File: src/rtl/rtc_pkg.sv
// Shared encodings for the RTC bus arbiter: FSM state values, one-hot machine
// enables and the default init-phase length.
package rtc_pkg;

  typedef enum logic [2:0] {
    ST_INIT  = 3'd0,
    ST_IDLE  = 3'd1,
    ST_READ  = 3'd2,
    ST_WRITE = 3'd3,
    ST_GAP   = 3'd4
  } state_e;

  typedef enum logic {
    GR_READ  = 1'b0,
    GR_WRITE = 1'b1
  } grant_e;

  localparam logic [2:0] EN_INIT = 3'b100;
  localparam logic [2:0] EN_WR   = 3'b010;
  localparam logic [2:0] EN_RD   = 3'b001;
  localparam logic [2:0] EN_NONE = 3'b000;

  localparam int unsigned INIT_CYCLES_DEF = 486;

  function automatic logic [2:0] enables_for(state_e st);
    case (st)
      ST_INIT:  return EN_INIT;
      ST_READ:  return EN_RD;
      ST_WRITE: return EN_WR;
      default:  return EN_NONE;
    endcase
  endfunction

endpackage

File: src/rtl/rtc_refresh_timer.sv
// Wrapping period counter: counts 0..PERIOD-1 while enabled and raises a
// one-cycle expiry pulse on the last count, then wraps to 0.
module rtc_refresh_timer #(
  parameter int unsigned PERIOD = 50000
) (
  input  logic clk_i,
  input  logic reset_i,
  input  logic en_i,
  output logic expire_o
);

  localparam int unsigned W = (PERIOD > 1) ? $clog2(PERIOD) : 1;
  localparam logic [W-1:0] LAST = W'(PERIOD - 1);

  logic [W-1:0] cnt_q, cnt_d;

  // NOTE: every always_comb output gets a default first so no path can infer a latch.
  always_comb begin
    cnt_d    = cnt_q;
    expire_o = 1'b0;
    if (en_i) begin
      if (cnt_q == LAST) begin
        cnt_d    = '0;
        expire_o = 1'b1;
      end else begin
        cnt_d = cnt_q + W'(1);
      end
    end
  end

  // NOTE: state registers use non-blocking assignments so all flops update together.
  always_ff @(posedge clk_i) begin
    if (reset_i) cnt_q <= '0;
    else         cnt_q <= cnt_d;
  end

endmodule

File: src/rtl/rtc_bus_arbiter.sv
// RTC bus sequencer/arbiter: init phase after reset, then alternating-priority
// read/write grants. Optional grant timeout is enabled by RTC_ARB_TIMEOUT_EN.
module rtc_bus_arbiter
  import rtc_pkg::*;
#(
  parameter int unsigned INIT_CYCLES    = INIT_CYCLES_DEF,
  parameter int unsigned REFRESH_CYCLES = 50000,
  parameter int unsigned TIMEOUT_CYCLES = 2048
) (
  input  logic       clk_i,
  input  logic       reset_i,
  input  logic       wr_req_i,
  input  logic       rd_req_i,
  input  logic       done_i,
  output logic [2:0] enables_o,
  output logic       wr_ack_o,
  output logic       rd_done_o,
  output logic       busy_o,
  output logic       timeout_o,
  output logic [2:0] state_o
);

  // One counter serves the init phase and, when enabled, the grant timeout;
  // the two never run at the same time.
  localparam int unsigned CNT_MAX = (INIT_CYCLES > TIMEOUT_CYCLES) ? INIT_CYCLES : TIMEOUT_CYCLES;
  localparam int unsigned CNT_W   = $clog2(CNT_MAX + 1);
  localparam logic [CNT_W-1:0] INIT_LAST = CNT_W'(INIT_CYCLES - 1);
`ifdef RTC_ARB_TIMEOUT_EN
  localparam logic [CNT_W-1:0] TIMEOUT_LAST = CNT_W'(TIMEOUT_CYCLES - 1);
  logic timeout_q, timeout_d;
`endif

  state_e           state_q, state_d;
  logic [CNT_W-1:0] cnt_q, cnt_d;
  logic             rd_pend_q, rd_pend_d;
  grant_e           last_grant_q, last_grant_d;
  logic [2:0]       enables_q, enables_d;
  logic             busy_q, busy_d;
  logic             wr_ack_q, wr_ack_d;
  logic             rd_done_q, rd_done_d;
  logic             refresh_expire;
  logic             rd_want;

  rtc_refresh_timer #(
    .PERIOD (REFRESH_CYCLES)
  ) u_refresh (
    .clk_i    (clk_i),
    .reset_i  (reset_i),
    .en_i     (state_q != ST_INIT),
    .expire_o (refresh_expire)
  );

  always_comb begin
    state_d      = state_q;
    cnt_d        = cnt_q;
    last_grant_d = last_grant_q;
    wr_ack_d     = 1'b0;
    rd_done_d    = 1'b0;
`ifdef RTC_ARB_TIMEOUT_EN
    timeout_d    = timeout_q;
`endif
    // Any number of read triggers before service collapse into one pending read.
    rd_want   = rd_pend_q | rd_req_i | refresh_expire;
    rd_pend_d = rd_want;

    unique case (state_q)
      ST_INIT: begin
        if (cnt_q == INIT_LAST) begin
          state_d = ST_IDLE;
          cnt_d   = '0;
        end else begin
          cnt_d = cnt_q + CNT_W'(1);
        end
      end
      ST_IDLE: begin
        cnt_d = '0;
        if (wr_req_i && (!rd_want || last_grant_q == GR_READ)) begin
          state_d = ST_WRITE;
        end else if (rd_want) begin
          state_d   = ST_READ;
          rd_pend_d = 1'b0;
        end
      end
      ST_READ, ST_WRITE: begin
        if (done_i) begin
          state_d = ST_GAP;
          cnt_d   = '0;
          if (state_q == ST_READ) begin
            rd_done_d    = 1'b1;
            last_grant_d = GR_READ;
          end else begin
            wr_ack_d     = 1'b1;
            last_grant_d = GR_WRITE;
          end
        end
`ifdef RTC_ARB_TIMEOUT_EN
        // An expired grant completes nothing: no pulse, last_grant unchanged.
        else if (cnt_q == TIMEOUT_LAST) begin
          state_d   = ST_GAP;
          cnt_d     = '0;
          timeout_d = 1'b1;
        end else begin
          cnt_d = cnt_q + CNT_W'(1);
        end
`endif
      end
      ST_GAP:  state_d = ST_IDLE;
      default: state_d = ST_INIT;
    endcase

    enables_d = enables_for(state_d);
    busy_d    = (state_d != ST_IDLE);
  end

  always_ff @(posedge clk_i) begin
    if (reset_i) begin
      state_q      <= ST_INIT;
      cnt_q        <= '0;
      rd_pend_q    <= 1'b0;
      last_grant_q <= GR_READ;
      enables_q    <= EN_INIT;
      busy_q       <= 1'b1;
      wr_ack_q     <= 1'b0;
      rd_done_q    <= 1'b0;
`ifdef RTC_ARB_TIMEOUT_EN
      timeout_q    <= 1'b0;
`endif
    end else begin
      state_q      <= state_d;
      cnt_q        <= cnt_d;
      rd_pend_q    <= rd_pend_d;
      last_grant_q <= last_grant_d;
      enables_q    <= enables_d;
      busy_q       <= busy_d;
      wr_ack_q     <= wr_ack_d;
      rd_done_q    <= rd_done_d;
`ifdef RTC_ARB_TIMEOUT_EN
      timeout_q    <= timeout_d;
`endif
    end
  end

  assign enables_o = enables_q;
  assign wr_ack_o  = wr_ack_q;
  assign rd_done_o = rd_done_q;
  assign busy_o    = busy_q;
  assign state_o   = state_q;
`ifdef RTC_ARB_TIMEOUT_EN
  assign timeout_o = timeout_q;
`else
  assign timeout_o = 1'b0;
`endif

endmodule

File: config.mk
export PLATFORM = sky130hd
export DESIGN_NAME = rtc_bus_arbiter
export DESIGN_NICKNAME = d
export VERILOG_FILES = /design/src/rtl/rtc_pkg.sv /design/src/rtl/rtc_refresh_timer.sv /design/src/rtl/rtc_bus_arbiter.sv
export SDC_FILE = /design/constraint.sdc
export NUM_CORES = 1
export LEC_CHECK = 0
export CELL_PAD_IN_SITES_DETAIL_PLACEMENT = 0
export CELL_PAD_IN_SITES_GLOBAL_PLACEMENT = 1
export CORE_MARGIN = 3
export CORE_UTILIZATION = 44
export CTS_CLUSTER_DIAMETER = 30
export DETAILED_ROUTE_END_ITERATION = 12
export HOLD_SLACK_MARGIN = 0.02
export PLACE_DENSITY_LB_ADDON = 0.1
export SLEW_MARGIN = 20
export SYNTH_ARGS = -nofsm -noshare
export SYNTH_HDL_FRONTEND = slang
export SYNTH_SLANG_ARGS = --single-unit
export TNS_END_PERCENT = 5
File: constraint.sdc
create_clock -name clk_i -period 1.9 [get_ports clk_i]
set_input_delay 0.38 -clock clk_i [delete_from_list [all_inputs] [get_ports clk_i]]
set_output_delay 0.38 -clock clk_i [all_outputs]
set_load 0.005 [all_outputs]
==> impl_summary.md <==
Status
The flow ran to the end, and the final reports show no timing, DRC or antenna violations.

Setup path
The worst setup path is launched from a flip-flop. The worst setup path is captured at a flip-flop. The kind of critical path is reg2reg. For the worst setup path, the data required time is roughly 2100 ps. In this run the register-to-register setup slack is roughly 64 ps. The capture point of the worst reg-to-reg path is cnt_q[10]$_SDFFE_PP0P_. STA puts the critical path data arrival time at between 2000 and 2500 ps. The largest fanout on the critical path is 5. The depth of the most critical reg-to-reg path is 5. The worst register-to-register path begins at cnt_q[1]$_SDFFE_PP0P_.

Clock network
The number of buffers inserted by post-CTS setup repair is 0. The CTS buffer count is 5. The TritonCTS clock tree is yes. The H-tree was split into 2 levels. The post-cts hold buffer count is 0.

The root buffer cell chosen for the clock tree is sky130_fd_sc_hd__clkbuf_8. The number of buffers on the longest clock path is 2. The tree built by TritonCTS fans out to 39 sinks. Clock latency on the worst-skew pair, taken at its later pin, is 290 ps. The clock edge transition at the registers on the reported setup and hold paths is 80 ps.

STA
Final hold analysis gives a worst-case slack of about 480 ps. Of the available clock period, the critical path in the final layout requires 0.966. Setup repair after global routing could not meet its margin everywhere. Setup violations remaining at the end of the flow were counted as 0.

The total count of max-transition violations in the final report came to 0. For the final database, setup skew stands at ~6.1 ps. The final hold violation count came to 0.

The minimum clock period after layout is roughly 1800 ps. Derived from the worst setup path, the maximum achievable clock frequency is ~540 MHz. The setup TNS is 0 ps.

Pwr
The worst IR drop on VDD is around 0.54 mV. The areal power density over the cells is roughly 630 nW/um2. The leakage power total is ~0.81 nW. Overall power consumption after layout is estimated at around 0.0015 W.

Global routing
The total overflow left after global routing is 0. The initial antenna violation count is 0. The pin count of the biggest net entering global routing is 16. The first global-routing pass estimated just under 8 mm of wire. For this run, the total global-route usage over all layers was measured as 0.183. The number of global-route vias before repair is ~1700.

Synth
Synthesis instantiated 52 different standard cells from the library. In the synthesized netlist the dominant register cell turns out to be sky130_fd_sc_hd__dfxtp_1. Yosys attributes the largest share of cell area to sky130_fd_sc_hd__dfxtp_1, sky130_fd_sc_hd__nor2_1, sky130_fd_sc_hd__xnor2_1.

The number of flip-flops and latches in the synthesized netlist is 39. In this run, synthesis inferred 0 flip-flops with an integrated enable. The top cell type's share of synthesized area is 0.405. The average instance area after synthesis is 8.72 um2. The combined area of all synthesized cells is around 1900 um2. Counting flops with an async set or reset pin after synthesis yields a share of 0. For this run, the register share of the synthesized area comes to 0.405. The count of warnings emitted by yosys is 0. Counting every instance in the synthesized netlist gives about 220. The most area-hungry cell type in the Yosys netlist is sky130_fd_sc_hd__dfxtp_1. The net count of the mapped netlist is around 230.

Hold path
Counting instances, the worst hold path has a depth of 2. The source of the worst hold timing path is u_refresh.cnt_q[1]$_SDFFE_PP0N_. The worst hold path terminates at u_refresh.cnt_q[1]$_SDFFE_PP0N_. The tightest min-delay check is of the reg2reg type.

Floorplan
The starting density of the core is 0.468. The die is roughly 72 um wide. The floorplan step set the die height to a little over 70 um.

The full die area is between 5000 and 6000 um2. After floorplanning, the core was divided into 23 placement rows. The standard cell core area is 4120 um2. The count of pins on the block boundary is 15.

Layout
Fill cells in the final layout number just under 400. In the final design database the tool counted ~260 nets. In the layout the commonest cells are sky130_fd_sc_hd__dfxtp_1, sky130_fd_sc_hd__nor2_1, sky130_fd_sc_hd__buf_4. From synthesis to final layout, the design area changed by 24.0%. The library cell used most frequently in the layout, excluding fill and tap cells, is sky130_fd_sc_hd__dfxtp_1. The share of final-layout standard cells stronger than drive strength 1 is 0.183. 0 antenna diodes ended up in the layout. The finished layout holds 307 standard cells, fillers aside. Once layout is complete, the utilization of the core stands at 0.580.

Route
For this run, design rule violations remaining after detail routing come to 0. The wire length after detailed routing is about 4.4 mm. The vias after detailed routing is approximately 1800. In the final routed layout, each cell accounts on average for ~14 um. The number of nets still failing antenna checks after routing is 0. The number of optimization iterations in the first detailed-route pass is 4. The ratio of routed vias to standard cells is slightly below 6. In this run, the number of DRC markers left after iteration 0 of detailed routing was between 150 and 200.

Job
Across the run, the number of max-cap violations was 0.

Place
The instance count after placement with tap cells included is roughly 300. The routability congestion estimate from global placement is around 0.82. Port buffering added 13 buffers. After legalization and detailed placement, the total HPWL measured 3.28 mm.
through the flow:
stage | setup slack, ps | instance area [um2]
after global routing | -41.6 | 2390
final | 64.1 | 2390
after detailed placement | -353 | 2270
after CTS | 32.9 | 2370
after floorplan | 178 | 1930
after global placement | -312 | 2270
logic make-up (layout without fill, tap and decap cells):
kind of cell,Yosys count,in the layout,share of synthesized area
xor+xnor,14,14,0.0636
fa+ha+maj,3,3,0.0195
flops,39,39,0.405
simple gates,101,101,0.308
buf+inv,17,53,0.0370
mux,1,1,0.00520
other cells,1,1,0.00195
compound gates,45,45,0.159
cells in the mapped netlist (2+ instances only):
master	number
sky130_fd_sc_hd__or4_1	5
sky130_fd_sc_hd__inv_1	7
sky130_fd_sc_hd__nor2_1	27
sky130_fd_sc_hd__nand2b_1	3
sky130_fd_sc_hd__nand4b_1	2
sky130_fd_sc_hd__o21ba_2	2
sky130_fd_sc_hd__nand3_1	10
sky130_fd_sc_hd__or3_1	5
sky130_fd_sc_hd__nor4b_1	3
sky130_fd_sc_hd__o211ai_1	3
sky130_fd_sc_hd__o21ai_0	5
sky130_fd_sc_hd__or4bb_1	3
sky130_fd_sc_hd__xor2_1	6
sky130_fd_sc_hd__a21oi_1	13
sky130_fd_sc_hd__clkbuf_1	6
sky130_fd_sc_hd__buf_2	3
sky130_fd_sc_hd__nand4_1	5
sky130_fd_sc_hd__ha_1	3
sky130_fd_sc_hd__and2_1	2
sky130_fd_sc_hd__o31ai_1	9
sky130_fd_sc_hd__nor4_1	5
sky130_fd_sc_hd__or2_2	2
sky130_fd_sc_hd__and4_1	3
sky130_fd_sc_hd__nor3_1	5
sky130_fd_sc_hd__dfxtp_1	39
sky130_fd_sc_hd__xnor2_1	8
sky130_fd_sc_hd__nand2_1	12
state kept, by name, summed over array words and instances, names as in the netlist:
| signal | flops |
|---|---|
| rd_done_o | 1 |
| wr_ack_o | 1 |
| busy_o | 1 |
| state_o | 3 |
| cnt_q | 12 |
| rd_pend_q | 1 |
| enables_o | 3 |
| u_refresh.cnt_q | 16 |
| last_grant_q | 1 |
how the worst max path moves through the flow:
stage	start	to	slack (ps)	depth (start not counted)
finish	cnt_q[1]$_SDFFE_PP0P_	cnt_q[10]$_SDFFE_PP0P_	60	5
floorplan	state_o[1]$_SDFF_PP0_	cnt_q[11]$_SDFFE_PP0P_	180	4
detailed placement	done_i	cnt_q[11]$_SDFFE_PP0P_	-350	5
CTS	cnt_q[0]$_SDFFE_PP0P_	busy_o$_SDFF_PP1_	30	5
global placement	done_i	cnt_q[11]$_SDFFE_PP0P_	-310	5
global route	cnt_q[1]$_SDFFE_PP0P_	cnt_q[10]$_SDFFE_PP0P_	-40	5
worst max-delay path: stages, from the launching register on:
cell	delay, ps
sky130_fd_sc_hd__dfxtp_1	400
sky130_fd_sc_hd__ha_1	240
sky130_fd_sc_hd__nand2_1	90
sky130_fd_sc_hd__or4_1	510
sky130_fd_sc_hd__or3_1	370
sky130_fd_sc_hd__a21oi_1	150
metal layers:
layer | vias to the layer above | global-route usage | routed length, um
met3 | 5 | 0.0429 | 184
met1 | 854 | 0.241 | 2040
met2 | 52 | 0.301 | 2130
li1 | 878 | - | -
met4 | 0 | 0.0438 | 44
met5 | - | 0 | 0
layout make-up:
cell class / instances / area [um2] / area share
multi-input cells: 165 / 1090 / 0.456
flip-flops and latches: 39 / 782 / 0.327
repair buffers: 38 / 329 / 0.138
clock buffers: 6 / 82.6 / 0.0346
well taps: 50 / 62.6 / 0.0262
inverters: 7 / 26.3 / 0.0110
clock inverters: 2 / 16.3 / 0.00681
where the power goes:
group          leakage, nW  internal [W]  switching, W  total [W]
clock network       0.0474      0.000296      0.000297   0.000594
registers            0.315      0.000824    0.00000873   0.000833
logic                0.452     0.0000316     0.0000353  0.0000669
repair_timing:
item / CTS / global route
gates resized for setup: 1 / 3
pin swaps: 0 / 1
hold endpoints to repair: 0 / 0
setup endpoints to repair: 2 / 6
(Power assumes the default switching activity.)
